### src/rtl/flag_branch_unit.sv
// Purpose: Z/V/N flag register, branch-condition evaluation and flag-hazard stall with a stall counter.
// Latency: flags are visible one cycle after the EX cycle that writes them; branch_taken and flag_stall are combinational.
// Backpressure: ex_stall/ex_flush gate flag writes; flag_stall holds ID/IF while an EX flag writer is in flight.
module flag_branch_unit #(
    parameter int DATA_W = 16,
    parameter int CNT_W  = 16
) (
    input  logic              clk,
    input  logic              rst_n,
    input  logic              ex_valid,
    input  logic              ex_stall,
    input  logic              ex_flush,
    input  logic [DATA_W-1:0] alu_out,
    input  logic              adder_ovfl,
    input  logic              zero_en,
    input  logic              ovfl_en,
    input  logic              neg_en,
    input  logic              id_branch,
    input  logic [2:0]        id_cond,
    input  logic              cnt_clr,
    output logic              flag_z,
    output logic              flag_v,
    output logic              flag_n,
    output logic              branch_taken,
    output logic              flag_stall,
    output logic [CNT_W-1:0]  stall_cnt
);

    // Branch condition codes
    localparam logic [2:0] CC_NE = 3'b000;
    localparam logic [2:0] CC_EQ = 3'b001;
    localparam logic [2:0] CC_GT = 3'b010;
    localparam logic [2:0] CC_LT = 3'b011;
    localparam logic [2:0] CC_GE = 3'b100;
    localparam logic [2:0] CC_LE = 3'b101;
    localparam logic [2:0] CC_OV = 3'b110;
    localparam logic [2:0] CC_AL = 3'b111;

    localparam logic [CNT_W-1:0] CNT_MAX = '1;

    // A real, unfrozen, unsquashed EX instruction commits its enabled flags
    logic upd;
    logic any_en;
    logic res_zero;

    assign upd      = ex_valid & ~ex_stall & ~ex_flush;
    assign any_en   = zero_en | ovfl_en | neg_en;
    assign res_zero = (alu_out == '0);

    // Committed flags: each flag written independently under its own enable
    always_ff @(posedge clk or negedge rst_n) begin
        if (!rst_n) begin
            flag_z <= 1'b0;
            flag_v <= 1'b0;
            flag_n <= 1'b0;
        end else if (upd) begin
            if (zero_en) flag_z <= res_zero;
            if (ovfl_en) flag_v <= adder_ovfl;
            if (neg_en)  flag_n <= alu_out[DATA_W-1];
        end
    end

    // Branch condition against committed flags; an in-flight writer is covered by flag_stall
    always_comb begin
        branch_taken = 1'b0;
        if (id_branch) begin
            case (id_cond)
                CC_NE:   branch_taken = ~flag_z;
                CC_EQ:   branch_taken = flag_z;
                CC_GT:   branch_taken = ~flag_z & ~flag_n;
                CC_LT:   branch_taken = flag_n;
                CC_GE:   branch_taken = flag_z | (~flag_z & ~flag_n);
                CC_LE:   branch_taken = flag_n | flag_z;
                CC_OV:   branch_taken = flag_v;
                CC_AL:   branch_taken = 1'b1;
                default: branch_taken = 1'b0;
            endcase
        end
    end

    // Conservative hazard: any flag write in EX stalls a conditional branch in ID,
    // even if the condition does not read that flag. Squashed writers never stall.
    assign flag_stall = id_branch & (id_cond != CC_AL) & ex_valid & ~ex_flush & any_en;

    // Saturating count of stall cycles; clear has priority over increment
    always_ff @(posedge clk or negedge rst_n) begin
        if (!rst_n) begin
            stall_cnt <= '0;
        end else if (cnt_clr) begin
            stall_cnt <= '0;
        end else if (flag_stall && (stall_cnt != CNT_MAX)) begin
            stall_cnt <= stall_cnt + 1'b1;
        end
    end

endmodule

### config.mk
export PLATFORM = sky130hd
export DESIGN_NAME = flag_branch_unit
export DESIGN_NICKNAME = d
export VERILOG_FILES = /design/src/rtl/flag_branch_unit.sv
export SDC_FILE = /design/constraint.sdc
export NUM_CORES = 1
export LEC_CHECK = 0
export ABC_CLOCK_PERIOD_IN_PS = 3400
export CORE_ASPECT_RATIO = 1.5
export CORE_MARGIN = 2
export CORE_UTILIZATION = 41
export DETAILED_ROUTE_END_ITERATION = 6
export GPL_TIMING_DRIVEN = 0
export PLACE_DENSITY = 0.78
export SETUP_SLACK_MARGIN = 0.4
export SYNTH_ARGS = -nofsm -noshare
export SYNTH_HDL_FRONTEND = slang
export SYNTH_SLANG_ARGS = --single-unit
### constraint.sdc
create_clock -name clk -period 3.4 [get_ports clk]
set_input_delay 0.85 -clock clk [delete_from_list [all_inputs] [get_ports clk]]
set_output_delay 0.85 -clock clk [all_outputs]
set_load 0.01 [all_outputs]
### Yosys cells after proc, flatten, opt, wreduce, memory -nomap -nowiden

Cells that the tools add are included.

| word-level totals | value |
|---|---|
| bits in registers | 19 |
| logic and storage cells | 40 |
| output and inout port bits | 21 |

| cells by class | value |
|---|---|
| reduce and logical (&&, ||, !) cells | 7 |
| equality and inequality tests | 9 |
| mux-type cells | 4 |
| add/sub/neg operators | 1 |
| bitwise logic cells | 15 |

Operators by type and width:

| cell | number |
|---|---|
| $mux W16 | 2 |
| $add A16 B1 Y16 const B | 1 |
| $logic_not A16 Y1 | 1 |
| $ne A16 B16 Y1 const B | 1 |
| $eq A3 B3 Y1 const B | 4 |
| $pmux W1 S8 | 1 |
| $and A1 B1 Y1 | 7 |
| $eq A3 B2 Y1 const B | 2 |
| $reduce_and A2 Y1 | 3 |
| $not A1 Y1 | 4 |
| $or A1 B1 Y1 | 4 |
| $eq A3 B1 Y1 const B | 1 |
| $logic_not A3 Y1 | 1 |
| $ne A3 B3 Y1 const B | 1 |
| $reduce_bool A2 Y1 | 1 |
| $logic_and A1 B1 Y1 | 1 |
| $mux W1 | 1 |

### Longest topological paths before layout

Gate-level depths: netlist of the first run.

| depth | value |
|---|---|
| depth after elaboration | 8 |
| depth in mapped cells | 7 |
| mapped depth without buffers | 6 |

### Worst setup path before layout of the first run

OpenSTA, ideal clock, no wires.

| path | value |
|---|---|
| kind | input -> output |
| start | input ex_flush |
| end | output flag_stall |
| required time | 2.550 ns |
| arrival | 1.635 ns |
| stages | 4 |
| path slack | 0.915 ns |
| cells stage by stage | nand3b_1 a311o_1 buf_6 inv_1 |

| on the way | value |
|---|---|
| longest elaborated chain between the ends | 3 |

RTL lines:

| item | line | source |
|---|---|---|
| from (decl) | 12 | `input logic ex_flush,` |
| $not A1 Y1 | 83 | `assign flag_stall = id_branch & (id_cond != CC_AL) & ex_valid & ~ex_flush & any_en;` |
| $and A1 B1 Y1 (2 in series) | 83 |  |
| to (decl) | 25 | `output logic flag_stall,` |

Every way passes these cells.

### Final worst setup path of the first run

| path | value |
|---|---|
| start | input zero_en |
| end | output flag_stall |

| on the way | value |
|---|---|
| longest elaborated chain between the ends | 3 |

RTL lines:

| item | line | source |
|---|---|---|
| from (decl) | 15 | `input logic zero_en,` |
| $or A1 B1 Y1 (2 in series) | 47 | `assign any_en = zero_en \| ovfl_en \| neg_en;` |
| $and A1 B1 Y1 | 83 |  |

Every way passes these cells.

==> results of run 1 <==
==> path summary, 6_finish.rpt <==
| check | end | slack, ns | depth (start not counted) |
|---|---|---|---|
| max in group asynchronous | stall_cnt[15] | 1.81 | 1 |
| min in group asynchronous | stall_cnt[6] | 1.06 | 1 |
| setup reg to reg | stall_cnt[15] | 1.26 | 7 |
| hold / removal | flag_v | 0.54 | 1 |
| hold reg to reg | flag_v | 0.54 | 1 |
| setup / recovery | flag_stall | 0.43 | 6 |
==> power groups by stage <==
stage                     Clock (W)  Sequential (W)  Combinational, W
after floorplan                   0        0.000244         0.0000267
after global placement            0        0.000242         0.0000873
after detailed placement          0        0.000242         0.0000901
after CTS                  0.000165        0.000238         0.0000897
after global routing       0.000173        0.000239         0.0000972
final                      0.000163        0.000238         0.0000904
==> routing by layer <==
layer | track usage | routed length (um) | up-vias
met4 | 0.135 | 112 | 0
met2 | 0.324 | 1730 | 41
li1 | - | - | 561
met1 | 0.225 | 1230 | 560
met3 | 0.0336 | 149 | 9
met5 | 0 | 0 | -
==> metrics by stage <==
stage | worst slack [ns] | instances
2_1_floorplan | 0.915 | 119
3_3_place_gp | -0.0881 | 205
3_5_place_dp | -0.0806 | 205
4_1_cts | 0.237 | 210
5_1_grt | 0.389 | 212
6_report | 0.434 | 212
==> cell usage in the layout (no fill, tap or decap), types with 3 or more instances in the layout <==
cell type | netlist | routed
a211oi_1 | 4 | 4
a21oi_1 | 4 | 4
buf_4 | 0 | 3
clkbuf_8 | 0 | 3
clkdlybuf4s50_1 | 0 | 45
dfrtp_1 | 19 | 19
mux2_2 | 4 | 4
nand2_1 | 7 | 7
nand3_1 | 9 | 9
nand4_1 | 3 | 3
nor2_1 | 15 | 15
nor2b_1 | 4 | 4
nor4_1 | 6 | 6
o311a_1 | 3 | 3
xnor2_1 | 10 | 10
==> critical path, cell delays in order <==
cell and delay [ns]:
clkdlybuf4s50_1 0.48, nor3_1 0.06, a311o_2 0.39, buf_8 0.14
inv_1 0.07, buf_2 0.13
==> cell type report <==
type,count,area [sq um],area share
tap,37,46.3,0.0259
sequential,19,475,0.266
clock buffer,3,41.3,0.0231
multi-input combinational,93,669,0.374
buffer,5,38.8,0.0217
inverter,2,7.51,0.00420
clock inverter,1,5.00,0.00280
timing repair buffer,52,504,0.282
==> cells by family after synthesis <==
| kind of cell | Yosys count | synth area share |
|---|---|---|
| buffers and inverters | 7 | 0.0359 |
| flip-flops | 19 | 0.401 |
| XOR/XNOR | 10 | 0.0738 |
| AO/OA/AOI/OAI | 21 | 0.172 |
| adder cells (fa/ha/maj) | 1 | 0.0105 |
| multiplexers | 5 | 0.0464 |
| AND/OR/NAND/NOR | 56 | 0.261 |
==> timing repair <==
action | CTS | global route
endpoints found under the setup margin | 2 | 2
buffers inserted | 1 | 2
resized for setup | 4 | 8
pin swaps | 1 | 1
==> flip-flops by register name, indices dropped and copies added, names as in the netlist <==
signal and flops:
stall_cnt 16, flag_n 1, flag_v 1, flag_z 1
==> metrics.md, run 1 <==
| Metric | Value |
|---|---|
| Dominant synthesized flop cell | `dfrtp_1` |
| Post-Syn Area | `1190 sq um` |
| Peak VDD IR | `0.244 mV` |
| Final setup vio count | `0` |
| Sequential element share of the synthesized area | `0.401` |
| Status | `finished clean` |
| Avg Cell Area, Syn | `9.97 sq um` |
| Min-Delay Startpoint | `flag_v` |
| Initial DRC Count | `14` |
| Crit share post-route | `0.872` |
| Data arrival, critical path | `2.12 ns` |
| Die Ht | `69.9 um` |
| CTS buffer count | `3` |
| H-tree depth | `1` |
| Post-route minimum period | `2.97 ns` |
| I/O Buffers | `49` |
| Clock root cell | `clkbuf_8` |
| Vias in the first global route | `1135` |
| Post-route design area | `1790 sq um` |
| Clock power frac | `0.332` |
| Clk buf depth | `2` |
| Antenna violations before repair | `0` |
| Cell-internal power | `0.000369 W` |
| Final wirelength | `3220 um` |
| P_leak | `0.673 nW` |
| Slew @ Worst Pin | `0.852 ns` |
| Comb pwr share | `0.184` |
| EDFF count, synth | `0` |
| Max-slew headroom | `0.430` |
| Largest net degree at the start of global routing | `20` |
| P_sw | `0.000123 W` |
| Residual DRC count | `0` |
| Top cell type's share of synthesized area | `0.401` |
| Final nets | `207` |
| Synth async-reset ratio | `1.00` |
| Cell taking the most area after synthesis | `dfrtp_1` |
| Clock Sinks | `19` |
| Die area | `3350 sq um` |
| Routed len/inst | `15.2 um` |
| IO Pins | `51` |
| Switch share | `0.249` |
| DRT Pass-1 Iters | `4` |
| Hold buffers post-CTS | `0` |
| Fin Clk Skew | `0.00472 ns` |
| Hold WC Path Type | `register to register` |
| DP HPWL | `2390 um` |
| Cells taking the most area after synthesis | `dfrtp_1, xnor2_1, nor2_1` |
| Chip width | `47.9 um` |
| Clock transition at path regs | `0.07 ns` |
| FMAX | `337 MHz` |
| Share of post-route cells with drive strength above 1 | `0.143` |
| Pins Over Slew Limit | `0` |
| Power, Total | `0.000491 W` |
| N_diodes | `0` |
| Vias | `1171` |
| Initial Utilization | `0.438` |
| Fillers | `242` |
| List of most frequent post-synthesis cells | `dfrtp_1, nor2_1, xnor2_1` |
| Worst R2R Start | `stall_cnt[0]` |
| Cells after Synth | `119` |
| Count of state elements after synthesis | `19` |
| Via-per-instance ratio | `5.52` |
| MaxCap Viol Count | `0` |
| Placement Rows | `23` |
| Pwr Density | `275 nW/um^2` |
| Critical Path Start Type | `primary input` |
| Setup TNS Final | `0 ns` |
| Crit path max fanout | `4` |
| Seq pwr share | `0.484` |
| Area Growth Syn to Fin | `50.7%` |
| Ys Warns | `0` |
| GRT overflow | `0` |
| Global-route wire length before repair | `4880 um` |
| Setup CP Type | `primary input to output pin` |
| Worst setup EP type | `output pin` |
| Hold_ws | `0.538 ns` |
| GR Util All Layers | `0.201` |
| Total core area | `2710 sq um` |
| Antenna-violating nets left | `0` |
| Distinct cell type count after synthesis | `36` |
| Critical path origin | `zero_en` |
| Cell Area, Placed | `1720 sq um` |
| Count of final hold-check violations | `0` |
| Clk_lat worst skew | `0.27 ns` |
| TritonCTS clock tree | `yes` |
| Top-count cell post-synth | `dfrtp_1` |
| RSZ-0062 raised after global routing | `true` |
| Final core utilization | `0.661` |
| Crit path required time | `2.55 ns` |
| RD Place Congestion | `0.838` |
| Net count after synthesis | `150` |
(Power assumes the default switching activity.)
==> inputs of run 2 (changes only) <==
--- a/config.mk
+++ b/config.mk
@@ -9,6 +9,7 @@
 export CORE_ASPECT_RATIO = 1.5
 export CORE_MARGIN = 2
 export CORE_UTILIZATION = 41
+export CTS_CLUSTER_SIZE = 10
 export DETAILED_ROUTE_END_ITERATION = 6
 export GPL_TIMING_DRIVEN = 0
 export PLACE_DENSITY = 0.78
==> results of run 2 <==
Same layout as run 1: the final DEF is identical, and so are final timing and power.
